--- config.mk ---
export PLATFORM = sky130hd
export DESIGN_NAME = mem_arbiter
export DESIGN_NICKNAME = d
export VERILOG_FILES = /design/src/rtl/mem_arbiter.sv
export SDC_FILE = /design/constraint.sdc
export NUM_CORES = 1
export LEC_CHECK = 0
export BUFFER_PORTS_ARGS = -buffer_cell sky130_fd_sc_hd__buf_2
export CORE_ASPECT_RATIO = 0.7
export CORE_UTILIZATION = 36
export DETAILED_ROUTE_END_ITERATION = 7
export GPL_TIMING_DRIVEN = 0
export PLACE_DENSITY = 0.77
export SLEW_MARGIN = 10
export SYNTH_ARGS = -nofsm -noshare
export SYNTH_HDL_FRONTEND = slang
export SYNTH_SLANG_ARGS = --single-unit
--- constraint.sdc ---
create_clock -name CLK -period 1.9 [get_ports CLK]
set_input_delay 0.19 -clock CLK [delete_from_list [all_inputs] [get_ports CLK]]
set_output_delay 0.19 -clock CLK [all_outputs]
set_load 0.01 [all_outputs]
--- src/rtl/mem_arbiter.sv ---
`default_nettype none
// ============================================================================
// Module   : mem_arbiter
// Purpose  : Shares one RAM port between a CPU's instruction-fetch and data
//            read/write requests. A registered grant FSM gives data requests
//            priority; completion, wait and load data are combinational in
//            the RAM's ACCESS cycle.
// Options  : MEM_ARB_TIMEOUT_EN - when defined, a service that sees no ACCESS
//            within TIMEOUT_CYCLES service cycles is abandoned with a
//            one-cycle timeout pulse. When undefined, timeout is tied low
//            and a service waits indefinitely.
// Revision : 1.0 - initial release
// ============================================================================
module mem_arbiter #(
    parameter int WORD_W         = 32,
    parameter int ADDR_W         = 32,
    parameter int TIMEOUT_CYCLES = 256
) (
    input  logic              CLK,
    input  logic              RST,
    input  logic              iREN,
    input  logic [ADDR_W-1:0] iaddr,
    output logic              iwait,
    output logic [WORD_W-1:0] iload,
    input  logic              dREN,
    input  logic              dWEN,
    input  logic [ADDR_W-1:0] daddr,
    input  logic [WORD_W-1:0] dstore,
    output logic              dwait,
    output logic [WORD_W-1:0] dload,
    output logic              ramREN,
    output logic              ramWEN,
    output logic [ADDR_W-1:0] ramaddr,
    output logic [WORD_W-1:0] ramstore,
    input  logic [WORD_W-1:0] ramload,
    input  logic [1:0]        ramstate,
    output logic              ram_err,
    output logic              timeout
);

    localparam logic [1:0] c_RAM_ACCESS = 2'b10;
    localparam logic [1:0] c_RAM_ERROR  = 2'b11;

    // A service needs at least one non-final cycle for the limit to mean anything.
    if (TIMEOUT_CYCLES < 2) begin : g_timeout_range
        $error("TIMEOUT_CYCLES must be at least 2");
    end

    typedef enum logic [1:0] {
        ST_IDLE  = 2'd0,
        ST_DSERV = 2'd1,
        ST_ISERV = 2'd2
    } state_t;

    state_t            state_q, state_d;
    logic [WORD_W-1:0] iload_q, iload_d;
    logic [WORD_W-1:0] dload_q, dload_d;

    logic w_d_req;
    logic w_svc_active;
    logic w_access;
    logic w_expired;

    assign w_d_req  = dREN | dWEN;
    assign w_access = (ramstate == c_RAM_ACCESS);
    // Granted requester still asking: anything else in a service state is an abort.
    assign w_svc_active = ((state_q == ST_DSERV) & w_d_req) |
                          ((state_q == ST_ISERV) & iREN);

`ifdef MEM_ARB_TIMEOUT_EN
    localparam int CNT_RAW = $clog2(TIMEOUT_CYCLES);
    localparam int CNT_W   = (CNT_RAW < 8) ? 8 : ((CNT_RAW > 32) ? 32 : CNT_RAW);
    localparam logic [CNT_W-1:0] c_CNT_LAST = CNT_W'(TIMEOUT_CYCLES - 1);
    localparam logic [CNT_W-1:0] c_CNT_ONE  = CNT_W'(1);

    logic [CNT_W-1:0] svc_cnt_q, svc_cnt_d;

    assign w_expired = (svc_cnt_q == c_CNT_LAST);

    // Count service cycles without ACCESS; any exit from service clears it.
    always_comb begin
        svc_cnt_d = '0;
        if (w_svc_active && !w_access && !w_expired) begin
            svc_cnt_d = svc_cnt_q + c_CNT_ONE;
        end
    end

    // Service-cycle counter register.
    always_ff @(posedge CLK or posedge RST) begin
        if (RST) begin
            svc_cnt_q <= '0;
        end else begin
            svc_cnt_q <= svc_cnt_d;
        end
    end
`else
    assign w_expired = 1'b0;
`endif

    assign timeout = w_svc_active & ~w_access & w_expired;

    // State and held-load registers.
    always_ff @(posedge CLK or posedge RST) begin
        if (RST) begin
            state_q <= ST_IDLE;
            iload_q <= '0;
            dload_q <= '0;
        end else begin
            state_q <= state_d;
            iload_q <= iload_d;
            dload_q <= dload_d;
        end
    end

    // Grant decisions, RAM port drive and requester handshakes.
    always_comb begin
        state_d  = state_q;
        iload_d  = iload_q;
        dload_d  = dload_q;
        ramREN   = 1'b0;
        ramWEN   = 1'b0;
        ramaddr  = '0;
        ramstore = '0;
        iwait    = 1'b1;
        dwait    = 1'b1;
        iload    = iload_q;
        dload    = dload_q;
        ram_err  = 1'b0;

        case (state_q)
            ST_IDLE: begin
                if (w_d_req) begin
                    state_d = ST_DSERV;
                end else if (iREN) begin
                    state_d = ST_ISERV;
                end
            end
            ST_DSERV: begin
                if (!w_d_req) begin
                    state_d = ST_IDLE;
                end else begin
                    ramaddr = daddr;
                    ram_err = (ramstate == c_RAM_ERROR);
                    if (!timeout) begin
                        // A combined read+write request is serviced as a write.
                        ramWEN   = dWEN;
                        ramREN   = ~dWEN;
                        ramstore = dWEN ? dstore : '0;
                    end
                    if (w_access) begin
                        dwait   = 1'b0;
                        state_d = ST_IDLE;
                        if (!dWEN) begin
                            dload   = ramload;
                            dload_d = ramload;
                        end
                    end else if (timeout) begin
                        state_d = ST_IDLE;
                    end
                end
            end
            ST_ISERV: begin
                if (!iREN) begin
                    state_d = ST_IDLE;
                end else begin
                    ramaddr = iaddr;
                    ram_err = (ramstate == c_RAM_ERROR);
                    ramREN  = ~timeout;
                    if (w_access) begin
                        iwait   = 1'b0;
                        iload   = ramload;
                        iload_d = ramload;
                        state_d = ST_IDLE;
                    end else if (timeout) begin
                        state_d = ST_IDLE;
                    end
                end
            end
            default: begin
                state_d = ST_IDLE;
            end
        endcase
    end

endmodule
`default_nettype wire

==> qor.csv <==
metric,value,unit
finish.utilization,75.59,%
syn_area_per_cell,12.43,sq um
r2r-end,dload_q[11],
yosysMostFrequentCell,dfrtp_1,
critPathCapture,dload[21],
root_buffer,clkbuf_16,
n_fill_cell,544,
ys_ff_latch,66,
r2r_slack,-0.01,ns
initial_core_util,37.62,%
critPathLaunch,state_q[1],
m1WireLength,5592,um
p_leak,3.643,nW
max_freq,430.1,MHz
synth_top_area_share,47.64,%
cp.required,1.71,ns
netlist_top_cells_area,"dfrtp_1, mux2_4, mux2_2, a22oi_1, nor2b_1",
synthArstFlopShare,100.0,%
portBuffers,267,
clk_path_buf_depth,2,
slew_viol_final,0,
top_layer,met4,
vdd_drop_max,0.7075,mV
tightest_slew,1.020,ns
tns,-31.98,ns
critPathMaxFanout,8,
maxSlewHeadroom,31.84,%
clk_pin_slew,0.06,ns
finalNetCount,750,
placementRows,29,
syn_inst,279,
start_kind,flop,
drt-initial-drc-count,183,
fin_crit_sh,122.4,%
synth_fp_nets,418,
rsz0062_at_grt,true,
cts_buffers,9,
ys_types,28,
cpMaxStageDelayCell,dfrtp_1,
r2r_start,state_q[1],
dieArea,0.01003,sq mm
clock_skew,0.003822,ns
via_per_inst,4.976,
hold_path_class,in2async,
grt.total_usage,25.76,%
violations,negative setup slack,
dpl_cell_area,0.004961,sq mm
synth_edf_count,0,
wl_met2,7824,um
end_kind,output pin,
dp_hpwl,9055,um
htreeDepth,3,
synth_area,0.003467,sq mm
crit_path_max_incr_delay,0.42,ns
maxCapViolCount,0,
drc,0,
reg2regPathDepth,8,
grt_max_degree,67,
setup_viol,128,
criticalPathCategory,reg2out,
synth_top_area_cell,dfrtp_1,
die_w,119.3,um
wl,14490,um
antenna_left,0,
arrival,2.14,ns
met3_length,764,um
drive_gt1_share,78.25,%
vias,3682,
cts.sinks,66,
synth_common_cells,"dfrtp_1, mux2_2, nor2b_1",
power_density,1406,mW/mm^2
core,0.009216,sq mm
overflow,0,
crit_chain,inv_2 -> ha_4 -> nand3b_4 -> nor3b_4 -> buf_12 -> clkbuf_16 -> mux2_4 -> buf_6,
antenna_found_initial,0,
period_needed,2.325,ns
boundaryPins,269,
design_area,0.006967,sq mm
worst_slack,-0.4250,ns
cts_hold_buf,0,
clock_latency,0.33,ns
ys_seq_area_share,47.64,%
dr.pass1.iters,4,
status,finished with violations,
finalHoldViolations,0,
cts_tree,yes,
grt_pass1_vias,3702,
grt_pass1_wl,19820,um
gp_congestion,0.8480,
synth_warnings,0,
antenna_cells,0,
synthFlopType,dfrtp_1,
wl_per_cell,19.58,um
die_y,84.11,um
area_growth,100.9,%
-- stage by stage --
stage / power, mW / std cells / worst slack (ns) / hold WS [ns]
detailed placement: 5.763 / 670 / -0.4972 / 0.4031
finish: 9.797 / 740 / -0.4250 / 0.02677
global placement: 5.612 / 670 / -0.6265 / 0.4440
global route: 10.24 / 740 / -0.4660 / 0.09716
floorplan: 4.331 / 279 / 0.006058 / 0.3736
CTS: 8.917 / 716 / -0.3995 / 0.04849
-- how the worst min path moves through the flow --
stage                   to  slack, ns  cells past startpoint
6_report       iload_q[11]       0.03                      2
5_1_grt         iload_q[9]        0.1                      2
4_1_cts        iload_q[10]       0.05                      2
3_5_place_dp   iload_q[10]       0.40                      2
3_3_place_gp   dload_q[28]       0.44                      2
2_1_floorplan  dload_q[10]       0.37                      1
-- flip-flops by register name (all words and copies together), names as in the netlist --
name	count
iload_q	32
dload_q	32
state_q	2
-- what timing repair did --
action | CTS | global route
setup endpoints to repair | 190 | 132
pin swaps | 15 | 5
cloned | 6 | 7
buffers inserted | 24 | 19
gates resized for setup | 172 | 79
-- kinds of logic (layout without fill, tap and decap cells) --
kind of cell	Yosys count	after routing	synth area share, %
multiplexers	64	64	24.03
AND/OR/NAND/NOR	76	77	14.15
buffers and inverters	27	363	3.934
other	1	1	0.1082
AO/OA/AOI/OAI	41	41	8.697
adder cells (fa/ha/maj)	4	4	1.444
flip-flops	66	66	47.64
-- power by group --
part	internal [mW]	total (mW)	switching, mW
Clock	1.15	1.76	0.603
Sequential	2.03	2.25	0.219
Combinational	3.41	5.79	2.38
Total	6.60	9.80	3.20
-- critical path: cells and delay by family, from the launching register on --
family / cells / cell delay, ns
fa+ha+maj: 1 / 0.15
mux: 1 / 0.32
buf+inv: 4 / 0.59
flops: 1 / 0.42
simple gates: 2 / 0.32
-- layout make-up --
type	count	area [sq um]	share of cell area, %
Timing Repair Buffer	320	2450	35.17
Multi-Input combinational cell	187	2079	29.85
Sequential cell	66	1653	23.72
Buffer	24	296.5	4.256
Clock buffer	10	229.0	3.287
Tap cell	124	155.1	2.227
Clock inverter	6	90.09	1.293
Inverter	3	13.76	0.1976
-- layer usage --
metal	track usage, %	vias to the layer above
met5	0	-
met3	6.216	21
met1	29.40	1826
met2	47.67	160
met4	7.727	0
li1	-	1675
-- cells in the final DEF (no fill, tap or decap), types with 5 or more instances in the layout --
| master | count |
|---|---|
| a22oi_2 | 32 |
| clkbuf_16 | 13 |
| buf_6 | 100 |
| and3_4 | 15 |
| dfrtp_1 | 65 |
| clkbuf_1 | 5 |
| buf_8 | 7 |
| nor2b_1 | 33 |
| mux2_4 | 52 |
| buf_12 | 8 |
| and3_1 | 14 |
| buf_4 | 21 |
| mux2_2 | 12 |
| buf_2 | 193 |
Note: power is estimated with default switching activity, not from simulation.
